**config.mk**
```make
export PLATFORM = sky130hd
export DESIGN_NAME = fifo_stream_reader
export DESIGN_NICKNAME = d
export VERILOG_FILES = /design/src/rtl/fifo_stream_reader.sv
export SDC_FILE = /design/constraint.sdc
export NUM_CORES = 1
export LEC_CHECK = 0
export CORE_AREA = 2 2 96 98
export DETAILED_ROUTE_END_ITERATION = 6
export DIE_AREA = 0 0 98 100
export GPL_ROUTABILITY_DRIVEN = 0
export PLACE_DENSITY = 0.89
export RECOVER_POWER = 100
export SKIP_LAST_GASP = 1
export SLEW_MARGIN = 25
export SYNTH_ARGS = -nofsm -noshare
export SYNTH_HDL_FRONTEND = slang
export SYNTH_SLANG_ARGS = --single-unit
```
**constraint.sdc**
```tcl
create_clock -name clk -period 3.05 [get_ports clk]
set_clock_uncertainty 0.2 [all_clocks]
set_input_delay 0.305 -clock clk [delete_from_list [all_inputs] [get_ports clk]]
set_output_delay 0.305 -clock clk [all_outputs]
set_load 0.1 [all_outputs]
```
**src/rtl/fifo_stream_reader.sv**
```systemverilog
// rtl/fifo_stream_reader.sv - FIFO read-side consumer re-presenting words as a valid/ready stream
//
// Issues reads to a synchronous FIFO with 1-cycle read latency, captures the
// returned words into a small circular output buffer and presents the buffer
// head as a valid/ready stream.
//
// Ports:
//   clk            clock, all logic on posedge
//   rst            synchronous active-high reset
//   enable         1: issue FIFO reads; 0: stop new reads, buffer still drains
//   fifo_empty     FIFO empty flag
//   fifo_data_out  FIFO read data, valid the cycle after fifo_rd_en
//   fifo_underflow FIFO underflow flag
//   fifo_rd_en     FIFO read request
//   m_valid        stream word valid
//   m_data         stream word (buffer head)
//   m_ready        sink accepts word when m_valid && m_ready
//   word_count     completed stream handshakes, wraps
//   underflow_err  sticky underflow indication, cleared by rst
module fifo_stream_reader #(
  parameter int FIFO_WIDTH = 16,
  parameter int OBUF_DEPTH = 3,
  parameter int CNT_WIDTH  = 32
) (
  input  logic                  clk,
  input  logic                  rst,
  input  logic                  enable,
  input  logic                  fifo_empty,
  input  logic [FIFO_WIDTH-1:0] fifo_data_out,
  input  logic                  fifo_underflow,
  output logic                  fifo_rd_en,
  output logic                  m_valid,
  output logic [FIFO_WIDTH-1:0] m_data,
  input  logic                  m_ready,
  output logic [CNT_WIDTH-1:0]  word_count,
  output logic                  underflow_err
);

  localparam int PTR_W = (OBUF_DEPTH > 1) ? $clog2(OBUF_DEPTH) : 1;
  localparam int OCC_W = $clog2(OBUF_DEPTH + 1);

  logic [FIFO_WIDTH-1:0] buf_q [OBUF_DEPTH];
  logic [PTR_W-1:0]      head_q, head_d;
  logic [PTR_W-1:0]      tail_q, tail_d;
  logic [OCC_W-1:0]      occ_q, occ_d;
  logic                  inflight_q;
  logic [CNT_WIDTH-1:0]  count_q;
  logic                  err_q;
  logic                  push;
  logic                  pop;

  // Credit check counts the in-flight word as already occupying a slot, so a
  // returning read always has room and m_ready never reaches fifo_rd_en.
  always_comb begin
    fifo_rd_en = !rst && enable && !fifo_empty &&
                 (({1'b0, occ_q} + {{OCC_W{1'b0}}, inflight_q}) < (OCC_W + 1)'(OBUF_DEPTH));
  end

  always_comb begin
    m_valid       = (occ_q != '0);
    m_data        = buf_q[head_q];
    word_count    = count_q;
    underflow_err = err_q;
    push          = inflight_q && !fifo_underflow;
    pop           = m_valid && m_ready;

    head_d = head_q;
    if (pop) begin
      head_d = (head_q == PTR_W'(OBUF_DEPTH - 1)) ? '0 : head_q + 1'b1;
    end
    tail_d = tail_q;
    if (push) begin
      tail_d = (tail_q == PTR_W'(OBUF_DEPTH - 1)) ? '0 : tail_q + 1'b1;
    end
    case ({push, pop})
      2'b10:   occ_d = occ_q + 1'b1;
      2'b01:   occ_d = occ_q - 1'b1;
      default: occ_d = occ_q;
    endcase
  end

  always_ff @(posedge clk) begin
    if (rst) begin
      occ_q      <= '0;
      head_q     <= '0;
      tail_q     <= '0;
      inflight_q <= 1'b0;
      count_q    <= '0;
      err_q      <= 1'b0;
      for (int i = 0; i < OBUF_DEPTH; i++) begin
        buf_q[i] <= '0;
      end
    end else begin
      inflight_q <= fifo_rd_en;
      occ_q      <= occ_d;
      head_q     <= head_d;
      tail_q     <= tail_d;
      if (push) begin
        buf_q[tail_q] <= fifo_data_out;
      end
      if (pop) begin
        count_q <= count_q + 1'b1;
      end
      // Any underflow report latches, whether or not a read was in flight.
      if (fifo_underflow) begin
        err_q <= 1'b1;
      end
    end
  end

  always_ff @(posedge clk) begin
    if (!rst) begin
      assert (occ_q <= OCC_W'(OBUF_DEPTH));
    end
  end

endmodule

```
# After elaboration in Yosys (flattened, before gate mapping)

Memory sizes are Yosys's and may differ from the RTL's. A register that Yosys moved wholly into a read port is not among the register bits.
Index checks and enable logic that the tools add are counted.
W data, S select, Z words.

Flip-flop bits (word level): 40
Memory bits (writable): 48
Bits of input ports: 22
Word-level logic and storage cells: 42
Memories kept: 1

Memories:

| name  | depth | bits a word | rd ports | clocked after Yosys merged registers in | wr ports | RTL line | text |
|---|---|---|---|---|---|---|---|
| buf_q | 3     | 16          | 1        | 1                                       | 3        | 42       | `logic [FIFO_WIDTH-1:0] buf_q [OBUF_DEPTH];` |

Add/sub/neg operators: 6
Order comparisons: 1
Equal/unequal tests: 4
Mux-type cells: 13
Reduce and logical (&&, ||, !) cells: 11

Operators with widths:

| cell                    | count |
|---|---|
| $add A32 B1 Y32 const B | 1 |
| $mux W16                | 1 |
| $reduce_or A16 Y1       | 1 |
| $mux W2                 | 5 |
| $add A2 B1 Y2 const B   | 3 |
| $eq A2 B2 Y1 const B    | 3 |
| $mux W1                 | 6 |
| $logic_and A1 B1 Y1     | 5 |
| $pmux W2 S2             | 1 |
| $reduce_bool A2 Y1      | 2 |
| $add A2 B1 Y3           | 1 |
| $logic_not A1 Y1        | 3 |
| $lt A3 B2 Y1 const B    | 1 |
| $eq A2 B1 Y1 const B    | 1 |
| $sub A2 B1 Y2 const B   | 1 |

# Longest topological paths before layout

Gate-level depths: netlist (run 1).

Depth after elaboration: 7
Depth in mapped cells: 6
Depth with buffers taken out: 6

# Least setup slack after synthesis (run 1)

No wires, ideal clock.

Path type: reg2out
Start: register occ_q[0]
End: output port fifo_rd_en
Arrival: 2818 ps
Slack: -273 ps
Stages on the path, launching flop included: 5
Path buffers: 0
Path through: dfxtp_1 ha_1 ha_1 or4b_2 a21oi_1

Cells in the longest elaborated chain, start to end: 3

Ends and longest elaborated chain:

| what                     | RTL line | text |
|---|---|---|
| start: declaration       | 45       | `logic [OCC_W-1:0] occ_q, occ_d;` |
| start signal: assignment | 84       | `occ_q <= '0;` |
| start signal: assignment | 95       | `occ_q <= occ_d;` |
| $add A2 B1 Y3            | 56       | `(({1'b0, occ_q} + {{OCC_W{1'b0}}, inflight_q}) < (OCC_W + 1)'(OBUF_DEPTH));` |
| $lt A3 B2 Y1             | 56       |  |
| $logic_and A1 B1 Y1      | 55       | `fifo_rd_en = !rst && enable && !fifo_empty &&` |
| end: declaration         | 31       | `output logic fifo_rd_en,` |

No other way between the ends.

# Final worst setup path (run 1)

Same ends and word-level chain as after synthesis.

==> metrics.txt, run 1 <==
status complete, no violations; Pwr Total approximately 2.7 mW; die area 9800 um^2; FF+latch count, synth approximately 110; Post-synth EDFFs 64; CP Data Arrival Time 2310 ps; die width a little under 100 um; Initial Util a little over half; PostCTS Resize Cnt 0; Most common cell on crit path ha_1; RSZ-0062 raised after global routing false; Yosys top cell by area edfxtp_1; Worst-Skew Late Latency roughly 360 ps; CTS Hold Bufs 0; area share of the largest cell type after synthesis between 40% and 50%; R2R cell count 5; count leader, synth edfxtp_1; Max-slew headroom 14.2%; core box area 8890 um^2; grt ovf 0; post-route setup TNS 0 ps; Hold Crit Start word_count[23]$_SDFFE_PP0P_; syn avg cell area about 13 um^2; worst min path class reg2reg; Max clock buf depth 2; Hold Crit Depth 2; Layout area overhead 14.4%; Leak Pwr around 1.8 nW; vias in the first global route 3050; Filler Cell Count 763; Final Util about 60%; worst r2r src word_count[4]$_SDFFE_PP0P_; Seq/Total Area, Yosys between 50% and 60%; DR DRC count 0; Die Y roughly 100 um; layout cell share with drive strength beyond 1 around 13%; Worst-path clk slew roughly 90 ps; fmax between 0.3 and 0.4 GHz; detailed router's first-iteration violation count roughly 150; Total GRT Usage roughly 19%; FF+latch area around 2800 um^2; Hold WS ~300 ps; drt wl/cell between 15 and 20 um; FF-to-FF setup slack 440 ps; critical path cell sequence ha_1, ha_1, or4b_2, a21oi_1, buf_12; Synthesized Nets 397; NumNets Final ~470; CTS Buf Count 9; synth warn 0; Post-CTS Setup Bufs 0; placed inst area 5390 um^2; worst hold path endpoint word_count[23]$_SDFFE_PP0P_; post-DP HPWL slightly above 6000 um; Core Rows 35; ys flop type edfxtp_1; WP data required around 2500 ps; ANT nets after route 0; Port Buf Inserts between 70 and 80; PwrDens 501 nW/um^2; cell count after synthesis 371; vias per cell 5.59; CTS tree done; multi-input logic area about 1800 um^2; Fin. Hold Viols 0; I/O pin count 73; Slew Viols, Final 0; critical path startpoint category flop; vias roughly 3100; fraction of registers with async set/reset 0%; FF-to-FF End word_count[29]$_SDFFE_PP0P_; clk root buf clkbuf_8; first-pass GRT wire length between 15000 and 20000 um; CP Class reg2out; largest net degree at the start of global routing 30; # setup viols final 0; Post-Syn Area 4650 um^2; max incr delay on CP approximately 620 ps; CTS Sinks around 110; antenna violations before repair 0; slowest cell on the critical path or4b_2; Final Cell Area roughly 5300 um^2; Critical Path End Type output pin; final clock period utilization by the worst path 92.4%; drt pass-1 iters 5; post-synth cell types 35; CP Max Fanout 7; Antenna Cells 0; worst-margin pin slew between 1000 and 1500 ps; VDD IR max 255 uV; WL final 9060 um; synth top area cells edfxtp_1 41%, dfxtp_1 18%, mux4_2 7.7%; min Tclk post-route ~2800 ps; H-tree depth 3; top cells by count, synth 64 x edfxtp_1, 48 x and2_1, 42 x dfxtp_1, 26 x nor2_1, 20 x a21oi_1; max-cap violation count 0
area by class of cell:
class	instances	area share, %
inverters	3	0.211
repair buffers	79	8.76
well taps	111	2.61
clock inverters	6	0.940
flip-flops and latches	106	51.9
multi-input cells	243	33.2
clock buffers	10	2.40
flip-flops by register name, indices dropped and copies added, names as in the netlist, named ones only:
register and count:
buf_q 64, word_count 32, head_q 2, occ_q 2
tail_q 2, inflight_q 1, underflow_err 1
metrics by stage:
stage | std cells | worst slack [ps]
global route | 558 | 131
detailed placement | 542 | 436
global placement | 542 | 547
CTS | 558 | 310
finish | 558 | 231
floorplan | 371 | 232
per-layer routing:
layer,global-route usage [%],up-vias,wire [um]
met5,0,-,0
met4,4.49,0,22
met3,5.99,2,558
met2,33.6,104,4650
met1,23.9,1492,3830
li1,-,1523,-
logic make-up after synthesis:
logic type                 share of synthesized area, %
and+or+nand+nor                                    21.0
DFF                                                59.4
buffers and inverters                              1.83
muxes                                              9.44
adders and majority gates                          1.08
xor gates and xnor gates                           2.63
AOI/OAI and AO/OA                                  4.62
worst max-delay path by stage:
stage / startpoint / endpoint / slack (ps) / cells past startpoint
2_1_floorplan: word_count[8]$_SDFFE_PP0P_ / word_count[29]$_SDFFE_PP0P_ / 230 / 5
3_3_place_gp: m_ready / word_count[26]$_SDFFE_PP0P_ / 550 / 5
3_5_place_dp: m_ready / word_count[30]$_SDFFE_PP0P_ / 440 / 5
4_1_cts: occ_q[0]$_SDFFE_PP0P_ / fifo_rd_en / 310 / 5
5_1_grt: occ_q[0]$_SDFFE_PP0P_ / fifo_rd_en / 130 / 5
6_report: occ_q[0]$_SDFFE_PP0P_ / fifo_rd_en / 230 / 5
worst max-delay path: cells and delay by family (launching register included):
| family | cells | cell delay (ps) |
|---|---|---|
| compound gates | 1 | 310 |
| fa+ha+maj | 2 | 400 |
| simple gates | 1 | 620 |
| buf+inv | 1 | 220 |
| flops | 1 | 390 |
power breakdown:
part / switching, mW / internal, mW / total [mW]
clock: 0.481 / 0.308 / 0.789
combinational: 0.241 / 0.0801 / 0.321
sequential: 0.0162 / 1.54 / 1.56
placed cells by master, fill, tap and decap left out, drive strengths merged, types with 7 or more instances in the layout:
master,instances
clkbuf,66
edfxtp,64
and2,48
dfxtp,42
nor2,26
a21oi,20
nand2,19
dlygate4sd3,17
mux4,16
or4,12
nor4,11
nand3,11
o31ai,11
nand4,8
xnor2,8
nor2b,7
mux2,7
Power figures use the tool's default switching activity.
==> run 2: changes to the inputs <==
--- a/config.mk
+++ b/config.mk
@@ -6,6 +6,7 @@
 export NUM_CORES = 1
 export LEC_CHECK = 0
 export CORE_AREA = 2 2 96 98
+export CTS_CLUSTER_SIZE = 14
 export DETAILED_ROUTE_END_ITERATION = 6
 export DIE_AREA = 0 0 98 100
 export GPL_ROUTABILITY_DRIVEN = 0
==> results of run 2 <==
No change in the layout: final DEF, timing and power equal those of run 1.
